## src/rtl/cond_ctrl_pkg.sv

```systemverilog
// +--------------------------------------------------------------------------+
// | cond_ctrl_pkg : condition codes, flag indices and bubble bundles          |
// | Rev 1.0                                                                   |
// +--------------------------------------------------------------------------+
`default_nettype none

package cond_ctrl_pkg;

   localparam logic [3:0] COND_EQ = 4'b0000;
   localparam logic [3:0] COND_NE = 4'b0001;
   localparam logic [3:0] COND_CS = 4'b0010;
   localparam logic [3:0] COND_CC = 4'b0011;
   localparam logic [3:0] COND_MI = 4'b0100;
   localparam logic [3:0] COND_PL = 4'b0101;
   localparam logic [3:0] COND_VS = 4'b0110;
   localparam logic [3:0] COND_VC = 4'b0111;
   localparam logic [3:0] COND_HI = 4'b1000;
   localparam logic [3:0] COND_LS = 4'b1001;
   localparam logic [3:0] COND_GE = 4'b1010;
   localparam logic [3:0] COND_LT = 4'b1011;
   localparam logic [3:0] COND_GT = 4'b1100;
   localparam logic [3:0] COND_LE = 4'b1101;
   localparam logic [3:0] COND_AL = 4'b1110;
   localparam logic [3:0] COND_NV = 4'b1111;

   localparam int FLAG_N = 3;
   localparam int FLAG_Z = 2;
   localparam int FLAG_C = 1;
   localparam int FLAG_V = 0;

   typedef struct packed {
      logic       valid;
      logic       reg_write;
      logic       mem_write;
      logic       memto_reg;
      logic       branch;
      logic       pc_src;
      logic [1:0] flag_write;
      logic [3:0] cond;
   } e_ctrl_t;

   typedef struct packed {
      logic reg_write;
      logic mem_write;
      logic memto_reg;
      logic pc_src;
   } m_ctrl_t;

   localparam e_ctrl_t E_BUBBLE = '0;
   localparam m_ctrl_t M_BUBBLE = '0;

endpackage

`default_nettype wire

```

## src/rtl/cond_ctrl_pipe_if.sv

```systemverilog
// +--------------------------------------------------------------------------+
// | cond_ctrl_pipe_if : decode-side controls, hazard inputs, pipeline outputs |
// | Rev 1.0                                                                   |
// +--------------------------------------------------------------------------+
`default_nettype none

interface cond_ctrl_pipe_if #(
   parameter int EW    = 11,
   parameter int CNT_W = 32
);
   logic          RegWriteD, MemWriteD, MemtoRegD, BranchD, PCSrcD;
   logic [1:0]    FlagWriteD;
   logic [3:0]    CondD;
   logic [EW-1:0] ExD;
   logic          ValidD;
   logic [3:0]    ALUFlags;
   logic          StallE, FlushE;

   logic [EW-1:0]    ExE;
   logic             MemtoRegE, CondExE, BranchTakenE, PCSrcE, CarryIn;
   logic             RegWriteM, MemWriteM, MemtoRegM, PCSrcM;
   logic             RegWriteW, MemtoRegW, PCSrcW;
   logic [3:0]       FlagsQ;
   logic [CNT_W-1:0] SquashCnt, StallCnt;

   modport master (
      output RegWriteD, MemWriteD, MemtoRegD, BranchD, PCSrcD, FlagWriteD, CondD,
             ExD, ValidD, ALUFlags, StallE, FlushE,
      input  ExE, MemtoRegE, CondExE, BranchTakenE, PCSrcE, CarryIn,
             RegWriteM, MemWriteM, MemtoRegM, PCSrcM, RegWriteW, MemtoRegW, PCSrcW,
             FlagsQ, SquashCnt, StallCnt
   );

   modport slave (
      input  RegWriteD, MemWriteD, MemtoRegD, BranchD, PCSrcD, FlagWriteD, CondD,
             ExD, ValidD, ALUFlags, StallE, FlushE,
      output ExE, MemtoRegE, CondExE, BranchTakenE, PCSrcE, CarryIn,
             RegWriteM, MemWriteM, MemtoRegM, PCSrcM, RegWriteW, MemtoRegW, PCSrcW,
             FlagsQ, SquashCnt, StallCnt
   );
endinterface

`default_nettype wire

```

## src/rtl/cond_check.sv

```systemverilog
// +--------------------------------------------------------------------------+
// | cond_check : combinational ARM condition-code evaluation                  |
// | Rev 1.0                                                                   |
// +--------------------------------------------------------------------------+
`default_nettype none

module cond_check
   import cond_ctrl_pkg::*;
(
   input  wire logic [3:0] CondE,
   input  wire logic [3:0] FlagsQ,
   output logic            CondExE
);

   logic n, z, c, v;

   always_comb begin
      n = FlagsQ[FLAG_N];
      z = FlagsQ[FLAG_Z];
      c = FlagsQ[FLAG_C];
      v = FlagsQ[FLAG_V];
      CondExE = 1'b0;
      case (CondE)
         COND_EQ: CondExE = z;
         COND_NE: CondExE = !z;
         COND_CS: CondExE = c;
         COND_CC: CondExE = !c;
         COND_MI: CondExE = n;
         COND_PL: CondExE = !n;
         COND_VS: CondExE = v;
         COND_VC: CondExE = !v;
         COND_HI: CondExE = c & !z;
         COND_LS: CondExE = !c | z;
         COND_GE: CondExE = (n == v);
         COND_LT: CondExE = (n != v);
         COND_GT: CondExE = !z & (n == v);
         COND_LE: CondExE = z | (n != v);
         COND_AL: CondExE = 1'b1;
         default: CondExE = 1'b0;
      endcase
   end

endmodule

`default_nettype wire

```

## src/rtl/cond_ctrl_pipe.sv

```systemverilog
// +--------------------------------------------------------------------------+
// | cond_ctrl_pipe : E/M/W control pipeline with conditional execution and    |
// | architectural flags; counters built only with COND_CTRL_PIPE_PERF_EN.     |
// | Rev 1.0                                                                   |
// +--------------------------------------------------------------------------+
`default_nettype none

module cond_ctrl_pipe
   import cond_ctrl_pkg::*;
#(
   parameter int EW    = 11,
   parameter int CNT_W = 32
)(
   input  wire logic       clk,
   input  wire logic       reset,
   cond_ctrl_pipe_if.slave bus
);

   e_ctrl_t       e_q, e_d;
   logic [EW-1:0] ex_q, ex_d;
   m_ctrl_t       m_q, m_d, w_q, w_d;
   logic [3:0]    flags_q, flags_d;
   logic          cond_pass, cond_ex;

   cond_check u_cond_check (
      .CondE   (e_q.cond),
      .FlagsQ  (flags_q),
      .CondExE (cond_pass)
   );

   assign cond_ex = e_q.valid & cond_pass;

   always_comb begin
      e_d  = e_q;
      ex_d = ex_q;
      if (bus.FlushE) begin
         e_d  = E_BUBBLE;
         ex_d = '0;
      end else if (!bus.StallE) begin
         if (bus.ValidD) begin
            e_d.valid      = 1'b1;
            e_d.reg_write  = bus.RegWriteD;
            e_d.mem_write  = bus.MemWriteD;
            e_d.memto_reg  = bus.MemtoRegD;
            e_d.branch     = bus.BranchD;
            e_d.pc_src     = bus.PCSrcD;
            e_d.flag_write = bus.FlagWriteD;
            e_d.cond       = bus.CondD;
            ex_d           = bus.ExD;
         end else begin
            e_d  = E_BUBBLE;
            ex_d = '0;
         end
      end
   end

   // A stalled E never reaches M, even when it is being flushed at the same time.
   always_comb begin
      m_d = M_BUBBLE;
      if (!bus.StallE) begin
         m_d.reg_write = e_q.reg_write & cond_ex;
         m_d.mem_write = e_q.mem_write & cond_ex;
         m_d.memto_reg = e_q.memto_reg;
         m_d.pc_src    = e_q.pc_src & cond_ex;
      end
      w_d = m_q;
   end

   always_comb begin
      flags_d = flags_q;
      if (!bus.StallE && cond_ex) begin
         if (e_q.flag_write[1]) begin
            flags_d[FLAG_N] = bus.ALUFlags[FLAG_N];
            flags_d[FLAG_Z] = bus.ALUFlags[FLAG_Z];
         end
         if (e_q.flag_write[0]) begin
            flags_d[FLAG_C] = bus.ALUFlags[FLAG_C];
            flags_d[FLAG_V] = bus.ALUFlags[FLAG_V];
         end
      end
   end

   always_ff @(posedge clk or negedge reset) begin
      if (!reset) begin
         e_q     <= E_BUBBLE;
         ex_q    <= '0;
         m_q     <= M_BUBBLE;
         w_q     <= M_BUBBLE;
         flags_q <= 4'b0000;
      end else begin
         e_q     <= e_d;
         ex_q    <= ex_d;
         m_q     <= m_d;
         w_q     <= w_d;
         flags_q <= flags_d;
      end
   end

   assign bus.ExE          = ex_q;
   assign bus.MemtoRegE    = e_q.memto_reg;
   assign bus.CondExE      = cond_ex;
   assign bus.BranchTakenE = e_q.branch & cond_ex;
   assign bus.PCSrcE       = e_q.pc_src;
   assign bus.CarryIn      = flags_q[FLAG_C];
   assign bus.RegWriteM    = m_q.reg_write;
   assign bus.MemWriteM    = m_q.mem_write;
   assign bus.MemtoRegM    = m_q.memto_reg;
   assign bus.PCSrcM       = m_q.pc_src;
   assign bus.RegWriteW    = w_q.reg_write;
   assign bus.MemtoRegW    = w_q.memto_reg;
   assign bus.PCSrcW       = w_q.pc_src;
   assign bus.FlagsQ       = flags_q;

`ifdef COND_CTRL_PIPE_PERF_EN
   logic [CNT_W-1:0] squash_cnt_q, squash_cnt_d, stall_cnt_q, stall_cnt_d;

   // Both counters saturate at all-ones rather than wrapping.
   always_comb begin
      squash_cnt_d = squash_cnt_q;
      stall_cnt_d  = stall_cnt_q;
      if (e_q.valid && !cond_pass && !bus.StallE && (squash_cnt_q != '1))
         squash_cnt_d = squash_cnt_q + CNT_W'(1);
      if (bus.StallE && e_q.valid && (stall_cnt_q != '1))
         stall_cnt_d = stall_cnt_q + CNT_W'(1);
   end

   always_ff @(posedge clk or negedge reset) begin
      if (!reset) begin
         squash_cnt_q <= '0;
         stall_cnt_q  <= '0;
      end else begin
         squash_cnt_q <= squash_cnt_d;
         stall_cnt_q  <= stall_cnt_d;
      end
   end

   assign bus.SquashCnt = squash_cnt_q;
   assign bus.StallCnt  = stall_cnt_q;
`else
   assign bus.SquashCnt = {CNT_W{1'b0}};
   assign bus.StallCnt  = {CNT_W{1'b0}};
`endif

endmodule

`default_nettype wire
```

## src/flat_wrapper.sv

```systemverilog
// flat-port wrapper written by rule: the top's interface ports become plain ports
module cond_ctrl_pipe_flat import cond_ctrl_pkg::*;
#(
   parameter int EW    = 11,
   parameter int CNT_W = 32
)
  (clk, reset, bus_RegWriteD, bus_MemWriteD, bus_MemtoRegD, bus_BranchD, bus_PCSrcD, bus_FlagWriteD, bus_CondD, bus_ExD, bus_ValidD, bus_ALUFlags, bus_StallE, bus_FlushE, bus_ExE, bus_MemtoRegE, bus_CondExE, bus_BranchTakenE, bus_PCSrcE, bus_CarryIn, bus_RegWriteM, bus_MemWriteM, bus_MemtoRegM, bus_PCSrcM, bus_RegWriteW, bus_MemtoRegW, bus_PCSrcW, bus_FlagsQ, bus_SquashCnt, bus_StallCnt);
  cond_ctrl_pipe_if #(.EW(EW), .CNT_W(CNT_W)) bus_i ();
  input  wire logic clk;
  input  wire logic reset;
  input wire logic [$bits(bus_i.RegWriteD)-1:0] bus_RegWriteD;
  input wire logic [$bits(bus_i.MemWriteD)-1:0] bus_MemWriteD;
  input wire logic [$bits(bus_i.MemtoRegD)-1:0] bus_MemtoRegD;
  input wire logic [$bits(bus_i.BranchD)-1:0] bus_BranchD;
  input wire logic [$bits(bus_i.PCSrcD)-1:0] bus_PCSrcD;
  input wire logic [$bits(bus_i.FlagWriteD)-1:0] bus_FlagWriteD;
  input wire logic [$bits(bus_i.CondD)-1:0] bus_CondD;
  input wire logic [$bits(bus_i.ExD)-1:0] bus_ExD;
  input wire logic [$bits(bus_i.ValidD)-1:0] bus_ValidD;
  input wire logic [$bits(bus_i.ALUFlags)-1:0] bus_ALUFlags;
  input wire logic [$bits(bus_i.StallE)-1:0] bus_StallE;
  input wire logic [$bits(bus_i.FlushE)-1:0] bus_FlushE;
  output wire logic [$bits(bus_i.ExE)-1:0] bus_ExE;
  output wire logic [$bits(bus_i.MemtoRegE)-1:0] bus_MemtoRegE;
  output wire logic [$bits(bus_i.CondExE)-1:0] bus_CondExE;
  output wire logic [$bits(bus_i.BranchTakenE)-1:0] bus_BranchTakenE;
  output wire logic [$bits(bus_i.PCSrcE)-1:0] bus_PCSrcE;
  output wire logic [$bits(bus_i.CarryIn)-1:0] bus_CarryIn;
  output wire logic [$bits(bus_i.RegWriteM)-1:0] bus_RegWriteM;
  output wire logic [$bits(bus_i.MemWriteM)-1:0] bus_MemWriteM;
  output wire logic [$bits(bus_i.MemtoRegM)-1:0] bus_MemtoRegM;
  output wire logic [$bits(bus_i.PCSrcM)-1:0] bus_PCSrcM;
  output wire logic [$bits(bus_i.RegWriteW)-1:0] bus_RegWriteW;
  output wire logic [$bits(bus_i.MemtoRegW)-1:0] bus_MemtoRegW;
  output wire logic [$bits(bus_i.PCSrcW)-1:0] bus_PCSrcW;
  output wire logic [$bits(bus_i.FlagsQ)-1:0] bus_FlagsQ;
  output wire logic [$bits(bus_i.SquashCnt)-1:0] bus_SquashCnt;
  output wire logic [$bits(bus_i.StallCnt)-1:0] bus_StallCnt;
  assign bus_i.RegWriteD = bus_RegWriteD;
  assign bus_i.MemWriteD = bus_MemWriteD;
  assign bus_i.MemtoRegD = bus_MemtoRegD;
  assign bus_i.BranchD = bus_BranchD;
  assign bus_i.PCSrcD = bus_PCSrcD;
  assign bus_i.FlagWriteD = bus_FlagWriteD;
  assign bus_i.CondD = bus_CondD;
  assign bus_i.ExD = bus_ExD;
  assign bus_i.ValidD = bus_ValidD;
  assign bus_i.ALUFlags = bus_ALUFlags;
  assign bus_i.StallE = bus_StallE;
  assign bus_i.FlushE = bus_FlushE;
  assign bus_ExE = bus_i.ExE;
  assign bus_MemtoRegE = bus_i.MemtoRegE;
  assign bus_CondExE = bus_i.CondExE;
  assign bus_BranchTakenE = bus_i.BranchTakenE;
  assign bus_PCSrcE = bus_i.PCSrcE;
  assign bus_CarryIn = bus_i.CarryIn;
  assign bus_RegWriteM = bus_i.RegWriteM;
  assign bus_MemWriteM = bus_i.MemWriteM;
  assign bus_MemtoRegM = bus_i.MemtoRegM;
  assign bus_PCSrcM = bus_i.PCSrcM;
  assign bus_RegWriteW = bus_i.RegWriteW;
  assign bus_MemtoRegW = bus_i.MemtoRegW;
  assign bus_PCSrcW = bus_i.PCSrcW;
  assign bus_FlagsQ = bus_i.FlagsQ;
  assign bus_SquashCnt = bus_i.SquashCnt;
  assign bus_StallCnt = bus_i.StallCnt;
  cond_ctrl_pipe #(.EW(EW), .CNT_W(CNT_W)) u_core (.clk(clk), .reset(reset), .bus(bus_i));
endmodule
```

## config.mk

```make
export PLATFORM = sky130hd
export DESIGN_NAME = cond_ctrl_pipe_flat
export DESIGN_NICKNAME = d
export VERILOG_FILES = /design/src/rtl/cond_ctrl_pkg.sv /design/src/rtl/cond_ctrl_pipe_if.sv /design/src/rtl/cond_check.sv /design/src/rtl/cond_ctrl_pipe.sv /design/src/flat_wrapper.sv
export SDC_FILE = /design/constraint.sdc
export NUM_CORES = 1
export LEC_CHECK = 0
export ABC_CLOCK_PERIOD_IN_PS = 2300
export CAP_MARGIN = 20
export CORE_MARGIN = 2
export CORE_UTILIZATION = 37
export CTS_CLUSTER_SIZE = 8
export DETAILED_ROUTE_END_ITERATION = 8
export GPL_ROUTABILITY_DRIVEN = 0
export PLACE_DENSITY = 0.79
export RECOVER_POWER = 100
export SLEW_MARGIN = 20
export SYNTH_ARGS = -nofsm -noshare
export SYNTH_HDL_FRONTEND = slang
export SYNTH_SLANG_ARGS = --single-unit
```

## constraint.sdc

```tcl
create_clock -name clk -period 2.3 [get_ports clk]
set_input_delay 0.46 -clock clk [delete_from_list [all_inputs] [get_ports clk]]
set_output_delay 0.46 -clock clk [all_outputs]
set_load 0.02 [all_outputs]
```

; ---- Yosys cells after proc, flatten, opt, wreduce, memory -nomap -nowiden
; Cells that the tools add are included.
[classes]
n_reduce_logical = 9
n_bitwise = 9
eq_ne = 17
n_mux = 8
[op_table]
columns = op, n
row1 = two-way mux 12 bit, 3
row2 = two-way mux 11 bit, 3
row3 = "equality test 4 bit, second input constant", 7
row4 = "equality test 4 x 3 -> 1 bit, second input constant", 4
row5 = case mux 1 bit (15 select lines), 1
row6 = "equality test 4 x 2 -> 1 bit, second input constant", 2
row7 = bitwise AND 1 bit, 7
row8 = logical NOT 1 bit, 5
row9 = "equality test 4 x 1 -> 1 bit, second input constant", 1
row10 = logical NOT 4 bit, 1
row11 = two-way mux 4 bit, 1
row12 = AND reduction 2 bit, 2
row13 = "inequality test 2 x 1 -> 1 bit, second input constant", 1
row14 = OR 1 bit, 2
row15 = equality test 1 bit, 1
row16 = logical AND 1 bit, 1
row17 = inequality test 1 bit, 1
[totals]
output_inout_bits = 91
ff_bits = 34

; ---- Depth between registers and ports, before layout
; Gate-level depths: netlist of run 1.
[logic_depth]
depth_word = 6
depth_mapped = 6

; ---- Cells and area by module
; A second synthesis of run 1 with hierarchy kept.
[hier_totals]
cells_unflattened = 218
hier_area_um2 = 2097.0
[modules_own_cells]
columns = module, cells_per_inst, area_per_inst_um2, instances, seq_area_each_um2
row1 = cond_ctrl_pipe, 190, 1903.1, 1, 850.8
row2 = cond_check, 28, 193.9, 1, 0.0

; ---- Worst setup path before layout of run 1
; OpenSTA, ideal clock, no wires.
[synth_path]
kind = reg2out
startpoint = register u_core.flags_q[3] (netlist: u_core.bus.FlagsQ[3])
endpoint = output port bus_BranchTakenE
path_stages_with_launch = 6
required_ns = 1.840
t_arrival_ns = 1.983
slack_ns = -0.143
path_cell_list = dfrtp_1 > xnor2_1 > nor4b_1 > o41ai_2 > a31oi_1 > and2_1
[synth_via]
elab_chain_cells = 5
elab_cells_between_ends = 8
[synth_rtl]
columns = item, line_no
row1 = start: declaration, cond_ctrl_pipe.sv:22  ; logic [3:0] flags_q, flags_d;
row2 = start signal: assignment, cond_ctrl_pipe.sv:95  ; flags_q <= flags_d;
row3 = inequality test 1 bit / equality test 1 bit (equally long branches), --
row4 = OR 1 bit / bitwise AND 1 bit (equally long branches), "cond_check.sv:37, cond_check.sv:36"
row5 = case mux 1 bit (15 select lines) (*), cond_check.sv:23  ; case (CondE)
row6 = bitwise AND 1 bit (*), cond_ctrl_pipe.sv:31  ; assign cond_ex = e_q.valid & cond_pass;
row7 = via bus_CondExE, flat_wrapper.sv:25  ; output wire logic [$bits(bus_i.CondExE)-1:0] bus_CondExE;
row8 = bitwise AND 1 bit (*), cond_ctrl_pipe.sv:102  ; assign bus.BranchTakenE = e_q.branch & cond_ex;
row9 = end: declaration, flat_wrapper.sv:26  ; output wire logic [$bits(bus_i.BranchTakenE)-1:0] bus_BranchTakenE;
; Mark *: on every way through the listed nets, which the timed path passes. The rest lies on a longest branch.

; ---- Worst setup path after layout of run 1
[layout_path]
startpoint = register u_core.e_q[0] (netlist name)
endpoint = output port bus_BranchTakenE
[layout_via]
elab_chain_cells = 4
elab_cells_between_ends = 18
[layout_rtl]
columns = item, line_no
row1 = start: declaration, cond_ctrl_pipe.sv:19  ; e_ctrl_t e_q, e_d;
row2 = start signal: assignment, cond_ctrl_pipe.sv:85  ; e_q <= E_BUBBLE;
row3 = start signal: assignment, cond_ctrl_pipe.sv:91  ; e_q <= e_d;
row4 = equality test 4 bit (tied with other cells), cond_check.sv:23
row5 = case mux 1 bit (15 select lines) (*), cond_check.sv:23
row6 = bitwise AND 1 bit (*), cond_ctrl_pipe.sv:31
row7 = bitwise AND 1 bit (*), cond_ctrl_pipe.sv:102
; Mark *: on every way between the ends. The rest lies on a longest branch, timed or not.

==> impl_metrics.tcl, run 1 <==
set metrics [dict create \
    hold_path_class "reg2reg" \
    netlist_area_um2 1904 \
    min-delay-start "u_core.bus.MemtoRegM$_DFF_PN0_" \
    fp.dieH_um 75.74 \
    avgSynthCellArea_um2 11.07 \
    post-route-period-util_pct 105.2 \
    synth_compound_area_share_pct 15.57 \
    synth_warnings 0 \
    largest_reg_flops 11 \
    hold_violations 0 \
    clk_latency_ns 0.28 \
    setup_violations 2 \
    status "finished, violations left" \
    synth_top_area_share_pct 44.68 \
    cap_violations 1 \
    cp_max_fo 3 \
    synthMuxAreaShare_pct 3.417 \
    slew_violations 35 \
    routed_via_density 4.206 \
    cp-start-kind "register" \
    n_antenna_cell 0 \
    finClkSkew_ns 0.004178 \
    grt_overflow 0 \
    port_buffers 57 \
    ios 122 \
    cp-startpoint "u_core.e_q[0]$_DFFE_PN0P_" \
    ir_worst_vdd_mv 0.3125 \
    clk_pin_slew_ns 0.07 \
    cts-buffers-inserted 5 \
    worst_slack_ns -0.1202 \
    core_area_um2 5042 \
    synthesis.instances 172 \
    fill_cells 467 \
    synth_cell_types 34 \
    synth-simple-area-share_pct 7.424 \
    synth_seq_cells 34 \
    r2r_slack_ns 0.23 \
    reg2reg_depth 8 \
    p_total_mw 1.342 \
    power_density_nw_per_um2 518.2 \
    wire_per_inst_um 12.04 \
    die_w_um 75.74 \
    regToRegStartpoint "u_core.e_q[0]$_DFFE_PN0P_" \
    place_ws_ns -0.2724 \
    placedInstanceArea_um2 2434 \
    min_period_ns 2.420 \
    max_slew_margin_pct -15.83 \
    drive_gt1_share_pct 18.00 \
    die-area_um2 5737 \
    drt_wl_total_um 3853 \
    end_kind "output port" \
    max-clock-path-buffers 2 \
    violations "max-capacitance violations, max-slew violations, negative setup slack" \
    drc_errors 0 \
    crit_type "reg2out" \
    firstDrtPassIters 4 \
    htree_num_levels 2 \
    synth-adder-area-share_pct 0 \
    crit_arrival_ns 1.96 \
    hpwl_um 2861 \
    antenna_found_initial 0 \
    final_util_pct 51.36 \
    areaGrowthSynthToFinish_pct 36.01 \
    rsz0062_at_grt "true" \
    synth_top_family_by_area "buffers and inverters" \
    p_leak_nw 1.333 \
    tightest_slew_ns 1.737 \
    grt_pass1_wl_um 5961 \
    synth_xor_xnor_area_share_pct 0.9198 \
    fmax_ghz 0.4132 \
    detail-route-antenna-nets 0 \
    min_to "u_core.bus.MemtoRegW$_DFF_PN0_" \
    nNetsFinal 280 \
    vias 1346 \
    cts_tree "done" \
    cts_root_buffer "clkbuf_8" \
    yosys-top-cells-area "dfrtp_1 (45%), buf_4 (26%), a22o_1 (10%)" \
    num_rows 26 \
    initial_utilization_pct 37.77 \
    drt_iter0_drc 41 \
    r2r_end "u_core.bus.FlagsQ[3]$_DFFE_PN0P_" \
    crit_required_ns 1.84 \
    track_usage_pct 14.38 \
    synth.largest_area_cell "dfrtp_1" \
    grt_max_degree 35 \
    whs_path_depth 0 \
    grt_pass1_vias 1286 \
    ys_seq_area_share_pct 44.68 \
    fin_area_um2 2590 \
    clkSinkCount 34 \
]
==> report_power, final <==
group          total, mW  switching [mW]  internal, mW
Clock              0.455           0.214         0.240
Combinational      0.259           0.164        0.0953
Sequential         0.628          0.0122         0.616
Total               1.34           0.391         0.951
==> how the worst max path moves through the flow <==
stage                     slack (ns)                to
after global placement         -0.23  bus_BranchTakenE
after floorplan                0.005  bus_BranchTakenE
after detailed placement       -0.27  bus_BranchTakenE
after global routing           -0.18  bus_BranchTakenE
after CTS                      -0.13  bus_BranchTakenE
final                          -0.12  bus_BranchTakenE
==> repair_timing <==
action                                  CTS  global route
hold buffers                              0             0
endpoints found under the hold margin     0             0
gates resized for setup                  20             3
pin swaps                                 4             2
buffers inserted                          1             0
endpoints found under the setup margin    2             2
==> kinds of logic after synthesis <==
family | Yosys count
xor gates and xnor gates | 2
muxes | 6
and+or+nand+nor | 21
other | 1
AOI/OAI and AO/OA | 35
DFF | 34
buffers and inverters | 73
==> worst max-delay path: stages, from the launching register on <==
cell     delay [ns]
dfrtp_2        0.42
and2b_2        0.21
a22o_4         0.22
o41ai_4        0.36
a31oi_2        0.16
and2_4         0.19
buf_6          0.12
==> per-layer routing <==
metal,routed length [um],vias up,GRT usage [%]
met5,0,-,0
met4,100,0,7.018
met3,347,10,5.952
met2,1949,79,23.75
met1,1455,635,15.96
li1,-,622,-
==> stage by stage <==
| stage | instances | TNS, ns | hold WS (ns) |
|---|---|---|---|
| after floorplan | 235 | 0 | 0.1644 |
| after global placement | 311 | -0.4091 | 0.3588 |
| after detailed placement | 311 | -0.5046 | 0.3605 |
| after CTS | 320 | -0.2440 | 0.2527 |
| after global routing | 320 | -0.3221 | 0.3878 |
| final | 320 | -0.2223 | 0.3684 |
==> cells in the mapped netlist <==
library cell / number
a31oi_1: 3
mux2_2: 4
xnor2_1: 2
a21o_1: 1
o211a_1: 1
and2b_1: 1
o21ai_0: 1
and2_1: 4
buf_6: 1
and2b_2: 1
a22o_1: 22
o41ai_2: 1
o22ai_1: 1
nand2_1: 2
nor4b_1: 1
o21a_1: 1
nor2_1: 1
dfrtp_1: 34
nor2b_1: 2
nor3_1: 1
clkbuf_1: 4
inv_1: 2
or2b_2: 1
mux2i_1: 2
a2bb2oi_1: 1
buf_4: 66
nand2_2: 1
a21oi_1: 1
nor3b_1: 2
a22o_2: 1
a311oi_1: 1
nand3b_1: 3
nor4bb_1: 1
conb_1: 1
==> cells in the final DEF (no fill, tap or decap), types with 2 or more instances in the layout <==
cell and n:
a22o_1 22, a31oi_1 2, and2_1 3, buf_4 19
buf_6 2, clkbuf_1 3, clkbuf_8 6, clkdlybuf4s50_1 29
conb_1 64, dfrtp_1 33, dlygate4sd3_1 25, inv_1 2
mux2_2 4, mux2i_1 2, nand2_1 2, nand3b_1 3
nor2b_1 2
==> layout make-up <==
class / instances / area (um2) / area share, %
Inverter: 2 / 7.507 / 0.2899
Timing Repair Buffer: 78 / 716.9 / 27.68
Multi-Input combinational cell: 128 / 830.8 / 32.08
Sequential cell: 34 / 852.1 / 32.90
Clock inverter: 2 / 12.51 / 0.4831
Tap cell: 70 / 87.58 / 3.382
Clock buffer: 6 / 82.58 / 3.188
(Power assumes the default switching activity.)
==> run 2: changes to the inputs <==
--- a/config.mk
+++ b/config.mk
@@ -7,7 +7,6 @@
 export LEC_CHECK = 0
 export ABC_CLOCK_PERIOD_IN_PS = 2300
 export CAP_MARGIN = 20
-export CORE_MARGIN = 2
 export CORE_UTILIZATION = 37
 export CTS_CLUSTER_SIZE = 8
 export DETAILED_ROUTE_END_ITERATION = 8
==> run 2 against run 1 <==
The run ends with negative setup slack left. Count of clock-buffer cells in the layout did not move. Hold slack improved by 0.0068 ns. Sequential share of layout area barely moved.
==> impl_metrics.tcl, run 2 (synthesis results as in run 1) <==
set metrics [dict create \
    hpwl_um 2776 \
    finClkSkew_ns 0.002658 \
    p_leak_nw 1.322 \
    detail-route-antenna-nets 0 \
    largest_reg_flops 11 \
    clk_latency_ns 0.28 \
    placedInstanceArea_um2 2420 \
    htree_num_levels 2 \
    rsz0062_at_grt "true" \
    routed_via_density 4.200 \
    clk_pin_slew_ns 0.07 \
    r2r_slack_ns 0.21 \
    fp.dieH_um 73.74 \
    dp.cells 306 \
    seq_area_um2 852.1 \
    min_period_ns 2.361 \
    crit_required_ns 1.84 \
    final_util_pct 53.39 \
    cts-buffers-inserted 5 \
    max-clock-path-buffers 2 \
    num_rows 25 \
    wire_per_inst_um 12.00 \
    fill_cells 429 \
    ios 122 \
    max_slew_margin_pct 45.53 \
    place_ws_ns -0.2725 \
    hold_path_class "reg2reg" \
    areaGrowthSynthToFinish_pct 35.94 \
    core_area_um2 4848 \
    final_cells 315 \
    clkSinkCount 34 \
    power_density_nw_per_um2 519.5 \
    cap_violations 0 \
    drc_errors 0 \
    track_usage_pct 14.66 \
    drt_iter0_drc 58 \
    ir_worst_vdd_mv 0.3485 \
    grt_overflow 0 \
    drt_wl_total_um 3780 \
    violations "negative setup slack" \
    grt_max_degree 35 \
    hold_violations 0 \
    grt_pass1_wl_um 5802 \
    setup_violations 2 \
    cp-start-kind "register" \
    fmax_ghz 0.4236 \
    layout_common_cells "conb_1 (64), dfrtp_1 (33), clkdlybuf4s50_1 (29)" \
    initial_utilization_pct 39.28 \
    status "finished, violations left" \
    die_w_um 73.74 \
    antenna_found_initial 0 \
    vias 1323 \
    nNetsFinal 278 \
    die-area_um2 5438 \
    crit_type "reg2out" \
    tightest_slew_ns 0.8170 \
    cts_tree "done" \
    drive_gt1_share_pct 18.15 \
    cp_max_fo 8 \
    hold_ws_ns 0.3752 \
    multiInputGateArea_um2 840.8 \
    port_buffers 57 \
    crit_arrival_ns 1.90 \
    slew_violations 0 \
    firstDrtPassIters 4 \
    worst_slack_ns -0.06073 \
    fin_area_um2 2589 \
    cts_root_buffer "clkbuf_8" \
    post-route-period-util_pct 102.6 \
    final_common_cell "conb_1" \
    n_antenna_cell 0 \
    grt_pass1_vias 1246 \
    end_kind "output port" \
]
run 2: routing by layer:
layer | vias to the layer above | part of all wire, % | track usage (%)
li1 | 617 | - | -
met1 | 627 | 39 | 16.38
met2 | 70 | 49 | 23.75
met3 | 9 | 8.7 | 5.487
met4 | 0 | 2.5 | 8.761
met5 | - | 0 | 0
run 2: cell type report:
class                           count  area share (%)
Tap cell                           67           3.238
Sequential cell                    34           32.91
Inverter                            2          0.2900
Clock buffer                        6           3.190
Multi-Input combinational cell    128           32.48
Timing Repair Buffer               76           27.40
Clock inverter                      2          0.4833
run 2: stage by stage:
step,power [mW],setup TNS [ns]
floorplan,0.8705,0
global placement,0.8932,-0.3727
detailed placement,0.8971,-0.4972
CTS,1.365,-0.3307
global route,1.411,-0.2125
finish,1.345,-0.1143
run 2: worst paths after layout:
check,to,cells past startpoint,startpoint
setup / recovery,bus_BranchTakenE,7,u_core.e_q[0]$_DFFE_PN0P_
hold / removal,u_core.bus.PCSrcW$_DFF_PN0_,0,u_core.bus.PCSrcM$_DFF_PN0_
setup reg to reg,u_core.bus.FlagsQ[3]$_DFFE_PN0P_,6,u_core.bus.FlagsQ[0]$_DFFE_PN0P_
hold reg to reg,u_core.bus.PCSrcW$_DFF_PN0_,0,u_core.bus.PCSrcM$_DFF_PN0_
max in group asynchronous,u_core.e_q[0]$_DFFE_PN0P_,2,reset
min in group asynchronous,u_core.bus.ExE[7]$_DFFE_PN0P_,2,reset
run 2: power by group:
group | leakage, nW | switching (mW) | internal, mW
Sequential | 0.465 | 0.0126 | 0.616
Clock | 0.0472 | 0.216 | 0.240
Combinational | 0.810 | 0.165 | 0.0952
Total | 1.32 | 0.394 | 0.951
run 2: repair_timing:
item,in CTS,in global routing
buffers inserted,1,0
hold buffers,0,0
hold endpoints to repair,0,0
gates resized for setup,20,6
gates cloned,0,0
pin swaps,4,3
endpoints found under the setup margin,2,2
run 2: worst max-delay path: stages (launching register included):
cell     delay (ns)
dfrtp_2        0.43
buf_4          0.17
inv_1          0.09
nor3_2         0.07
o41ai_4        0.40
a31oi_2        0.16
and2_4         0.17
buf_6          0.12
==> edit 1 (config.mk and constraints of run 2) <==
Build with the macro `COND_CTRL_PIPE_PERF_EN` defined.
--- a/src/rtl/cond_ctrl_pipe.sv
+++ b/src/rtl/cond_ctrl_pipe.sv
@@ -6,2 +6,4 @@
 `default_nettype none
+
+`define COND_CTRL_PIPE_PERF_EN
 
Behaviour: not the same (Yosys sat finds a counterexample within 4 cycles, from zero or initial values and one cycle with reset low).
==> edit 1 against run 2 <==
Fmax decreased by 7.9%; first-iteration DRC count increased by 83%; the run still ends with setup timing left; synthesized area increased by 130%; routed wire length increased to 2.8 times the old value; cell area increased by 150%; setup slack got worse by 0.20 ns; power increased to 3.0 times the old value; sequential cell count increased by 64; critical endpoint unchanged; highest routed layer is now met5.
==> edit 1: results (changes against run 2) <==
power_and_ir_drop:
  p_switching_w: 0.001044  # +170%
  vdd_drop_max_mv: 0.3459  # -0.75%
  p_leak_nw: 3.039  # +130%
critical_path:
  cp_slowest_stage_delay_ns: 0.45  # +0.02 ns
  crit_family: "compound AO/OA/AOI/OAI gates"
  rr_worst_depth: 7  # +1
  r2r_end: "u_core.bus.SquashCnt[25]"
  rrSetupSlack_ns: 0.06  # -0.15 ns
  reg2reg_from: "u_core.bus.SquashCnt[14]"
route:
  wl_met3_um: 559  # +69%
  vias: 3508  # +170%
  m1WireLength_mm: 4.651  # +210%
  drtIter0Drc: 106  # +83%
  highest_layer: "met5"
  dr_wl_met2_mm: 5.015  # +170%
  wl_mm: 10.51  # +180%
yosys:
  synthTopCellsByCount: "dfrtp_1, xnor2_1, nand2_1"
  synthCells: 378  # +120%
  synth_cell_types: 53  # +56%
  muxShareOfSynthArea_pct: 1.512  # -1.9 points
  synth_compound_area_share_pct: 7.275  # -8.3 points
  ys_seq_area_share_pct: 55.92  # +11 points
clock_tree:
  clock_latency_ns: 0.35  # +0.07 ns
  cts_buffer_depth: 2  # unchanged
  htree_levels: 3  # +1
timing:
  final.setup.worst_slack_ns: -0.2618  # -0.2011 ns
  finalSetupViolCount: 2  # unchanged
  fin_hold_ws_ns: 0.2543  # -0.1209 ns
  tns_ns: -0.4241  # -0.3099 ns
  fin_skew_ns: 0.004739  # +0.002081 ns
placed_design:
  pre_cts_ws_ns: -0.3846  # -0.1121 ns
  dpl_cell_area_mm2: 0.006038  # +150%
  place_inst: 669  # +120%
  port_buffers: 121  # +110%
  dp_hpwl_mm: 7.725  # +180%
global_route:
  grtUsageMet2_pct: 28.53  # +4.8 points
  grtUsageTotal_pct: 17.91  # +3.3 points
  antenna_found_initial: 1  # +1
  grt_max_degree: 41  # +17%
  grt_pass1_wl_mm: 17.48  # +200%
  groute.layer.met1.usage_pct: 22.74  # +6.4 points
run_status:
  violations: "setup timing"
  run_status: "complete, but fails checks"
layout:
  fin_nets: 573  # +110%
  drive_gt1_share_pct: 16.33  # -1.8 points
[edit 1: cell types whose count changed after synthesis, sizes merged, moves of 6 or more]
cell / run 2 / this run
dfrtp: 34 / 98
buf: 67 / 6
xnor2: 2 / 45
nand3: 0 / 28
nand2: 3 / 30
xor2: 0 / 19
nand4: 0 / 18
nor2: 1 / 16
nor3: 1 / 13
inv: 2 / 8
nor4: 0 / 6
[edit 1: final cells by class]
| cell class | instances | area (um^2) |
|---|---|---|
| inverters | 8 | 30.03 |
| flip-flops and latches | 98 | 2459 |
| fillers | 991 | 5076 |
| clock inverters | 6 | 65.06 |
| clock buffers | 10 | 239.0 |
| multi-input cells | 261 | 1932 |
| repair buffers | 162 | 1488 |
| well taps | 143 | 178.9 |
[edit 1: power by group through the flow]
stage,Combinational [W],Sequential [W],Clock [W]
after detailed placement,0.000557,0.00196,0
after CTS,0.000563,0.00193,0.00158
after global routing,0.000566,0.00194,0.00165
after global placement,0.000540,0.00196,0
final,0.000523,0.00193,0.00154
after floorplan,0.000151,0.00203,0
==> edit 2 (config.mk and constraints of run 2) <==
Without the edit above. Take the reset off `ex_q` and load it in a clocked block of its own.
--- a/src/rtl/cond_ctrl_pipe.sv
+++ b/src/rtl/cond_ctrl_pipe.sv
@@ -85,3 +85,2 @@
          e_q     <= E_BUBBLE;
-         ex_q    <= '0;
          m_q     <= M_BUBBLE;
@@ -91,3 +90,2 @@
          e_q     <= e_d;
-         ex_q    <= ex_d;
          m_q     <= m_d;
@@ -96,2 +94,6 @@
       end
+   end
+
+   always_ff @(posedge clk) begin
+      ex_q <= ex_d;
    end
Formal check against the unedited RTL: not equivalent (Yosys sat finds a counterexample within 4 cycles, from zero or initial values and one cycle with reset low).
==> edit 2 against run 2 <==
The run still ends with setup timing left; synthesized area fell by 1.7%; first-iteration DRC count fell by 66%; global-route usage fell by 1.7 points; sequential cell count did not move; setup slack got worse by 0.048 ns; cell area fell by 2.7%; routed wire length fell by 5.2%; power fell by 1.7%; largest cell class is now multi-input gates.
==> edit 2: results (changes against run 2) <==
run_status:
  run_status: "complete, but fails checks"
  violations: "setup timing"
yosys:
  ys_warn_count: 0  # unchanged
  async_reset_ff_share_pct: 67.65  # -32 points
  synthTopCellsByArea: "dfrtp_1, buf_4, dfxtp_1"
  synthTopCellsByCount: "buf_4, dfrtp_1, a22o_1"
  ys_seq_area_share_pct: 42.51  # -2.2 points
route:
  vias: 1311  # -0.91%
  wl_met3_um: 344  # +4.2%
  drtIter0Drc: 20  # -66%
  dr_wl_met2_mm: 1.852  # -0.96%
  wl_per_cell_um: 11.38  # -5.2%
  m1WireLength_mm: 1.314  # -12%
global_route:
  antenna_found_initial: 0  # unchanged
  grtUsageTotal_pct: 13.00  # -1.7 points
  grt_pass1_vias: 1124  # -9.8%
  grt_pass1_wl_mm: 5.147  # -11%
  grt_max_degree: 24  # -31%
clock_tree:
  clock_latency_ns: 0.28  # about the same
  htree_levels: 2  # unchanged
  ctsRootBufferMaster: "clkbuf_8"
critical_path:
  crit_slowest_cell: "dfrtp_2"
  rr_worst_depth: 7  # +1
  r2r_end: "u_core.bus.FlagsQ[1]"
  crit_family: "flip-flops"
  critPathMaxFanout: 7  # -1
  rrSetupSlack_ns: 0.07  # -0.14 ns
  reg2reg_from: "u_core.e_q[0]"
  worstPathArrival_ns: 1.95  # +0.05 ns
  cp_slowest_stage_delay_ns: 0.47  # +0.04 ns
timing:
  tns_ns: -0.1911  # -0.07683 ns
  finalSetupViolCount: 2  # unchanged
  slew-limit-headroom_pct: 21.46  # -24 points
  fin_hold_ws_ns: 0.3697  # -0.005541 ns
  fin_skew_ns: 0.01012  # +0.007457 ns
  final.setup.worst_slack_ns: -0.1089  # -0.04816 ns
power_and_ir_drop:
  p_leak_nw: 1.249  # -5.6%
  vdd_drop_max_mv: 0.3932  # +13%
hold_path:
  worstHoldStart: "u_core.bus.MemtoRegM"
  hold_depth: 0  # unchanged
  holdPathEnd: "u_core.bus.MemtoRegW"
placed_design:
  dp_hpwl_mm: 2.743  # -1.2%
  pre_cts_ws_ns: -0.3204  # -0.04789 ns
layout:
  fill_cells: 442  # +3.0%
  drive_gt1_share_pct: 16.53  # -1.6 points
-- edit 2: changes by cell type after synthesis, moves of 2 or more --
cell / before / now
nand3b_1: 3 / 1
nor4b_2: 0 / 2
xor2_1: 0 / 2
dfrtp_1: 34 / 23
dfxtp_1: 0 / 11
a31oi_1: 3 / 1
-- edit 2: power breakdown --
group / switching (W) / total (W) / internal, W
Clock: 0.000201 / 0.000416 / 0.000215
Sequential: 0.0000169 / 0.000632 / 0.000615
Combinational: 0.000169 / 0.000274 / 0.000105
-- edit 2: repair_timing --
action | 4_1_cts | 5_1_grt
gates cloned | 0 | 0
gates resized for setup | 13 | 16
endpoints found under the hold margin | 0 | 0
buffers inserted | 1 | 3
pin swaps | 2 | 2
endpoints found under the setup margin | 4 | 6
-- edit 2: kinds of logic (layout without fill, tap and decap cells) --
family / after synthesis / in the layout / synth area share (%)
mux: 5 / 5 / 2.941
other cells: 1 / 64 / 0.2003
flops: 34 / 34 / 42.51
simple gates: 22 / 22 / 8.690
buf+inv: 75 / 87 / 28.88
compound gates: 32 / 32 / 14.91
xor+xnor: 4 / 4 / 1.872
-- edit 2: how the worst max path moves through the flow --
stage	startpoint	endpoint	slack, ns	cells past startpoint
2_1_floorplan	u_core.bus.FlagsQ[0]	bus_BranchTakenE	0.06	6
3_3_place_gp	u_core.e_q[0]	bus_BranchTakenE	-0.25	7
3_5_place_dp	u_core.e_q[0]	bus_BranchTakenE	-0.32	7
4_1_cts	u_core.e_q[0]	bus_BranchTakenE	-0.11	8
5_1_grt	u_core.e_q[0]	bus_BranchTakenE	-0.18	7
6_report	u_core.e_q[0]	bus_BranchTakenE	-0.11	7
-- edit 2: metrics by stage --
stage          instance area [um^2]  instances
5_1_grt                        2519        315
4_1_cts                        2450        313
6_report                       2519        315
2_1_floorplan                  2111        236
3_3_place_gp                   2361        304
3_5_place_dp                   2361        304
-- edit 2: final cells by class --
cell class | count | share of cell area (%)
multi-input combinational | 127 | 33.13
sequential | 34 | 31.79
timing repair buffer | 76 | 28.12
tap | 67 | 3.328
clock buffer | 8 | 3.179
inverter | 3 | 0.4471
-- edit 2: per-layer routing --
metal,up-vias,GRT usage [%]
met3,6,4.834
met1,610,13.61
met5,-,0
met4,0,7.190
li1,618,-
met2,77,22.43
-- edit 2: worst reg2reg max path, cell delays in order (launching register included) --
cell	delay [ns]
dfrtp_2	0.47
buf_4	0.16
xnor2_1	0.14
a2111oi_4	0.41
nor4_4	0.10
buf_4	0.17
nor4b_4	0.30
mux2_2	0.37
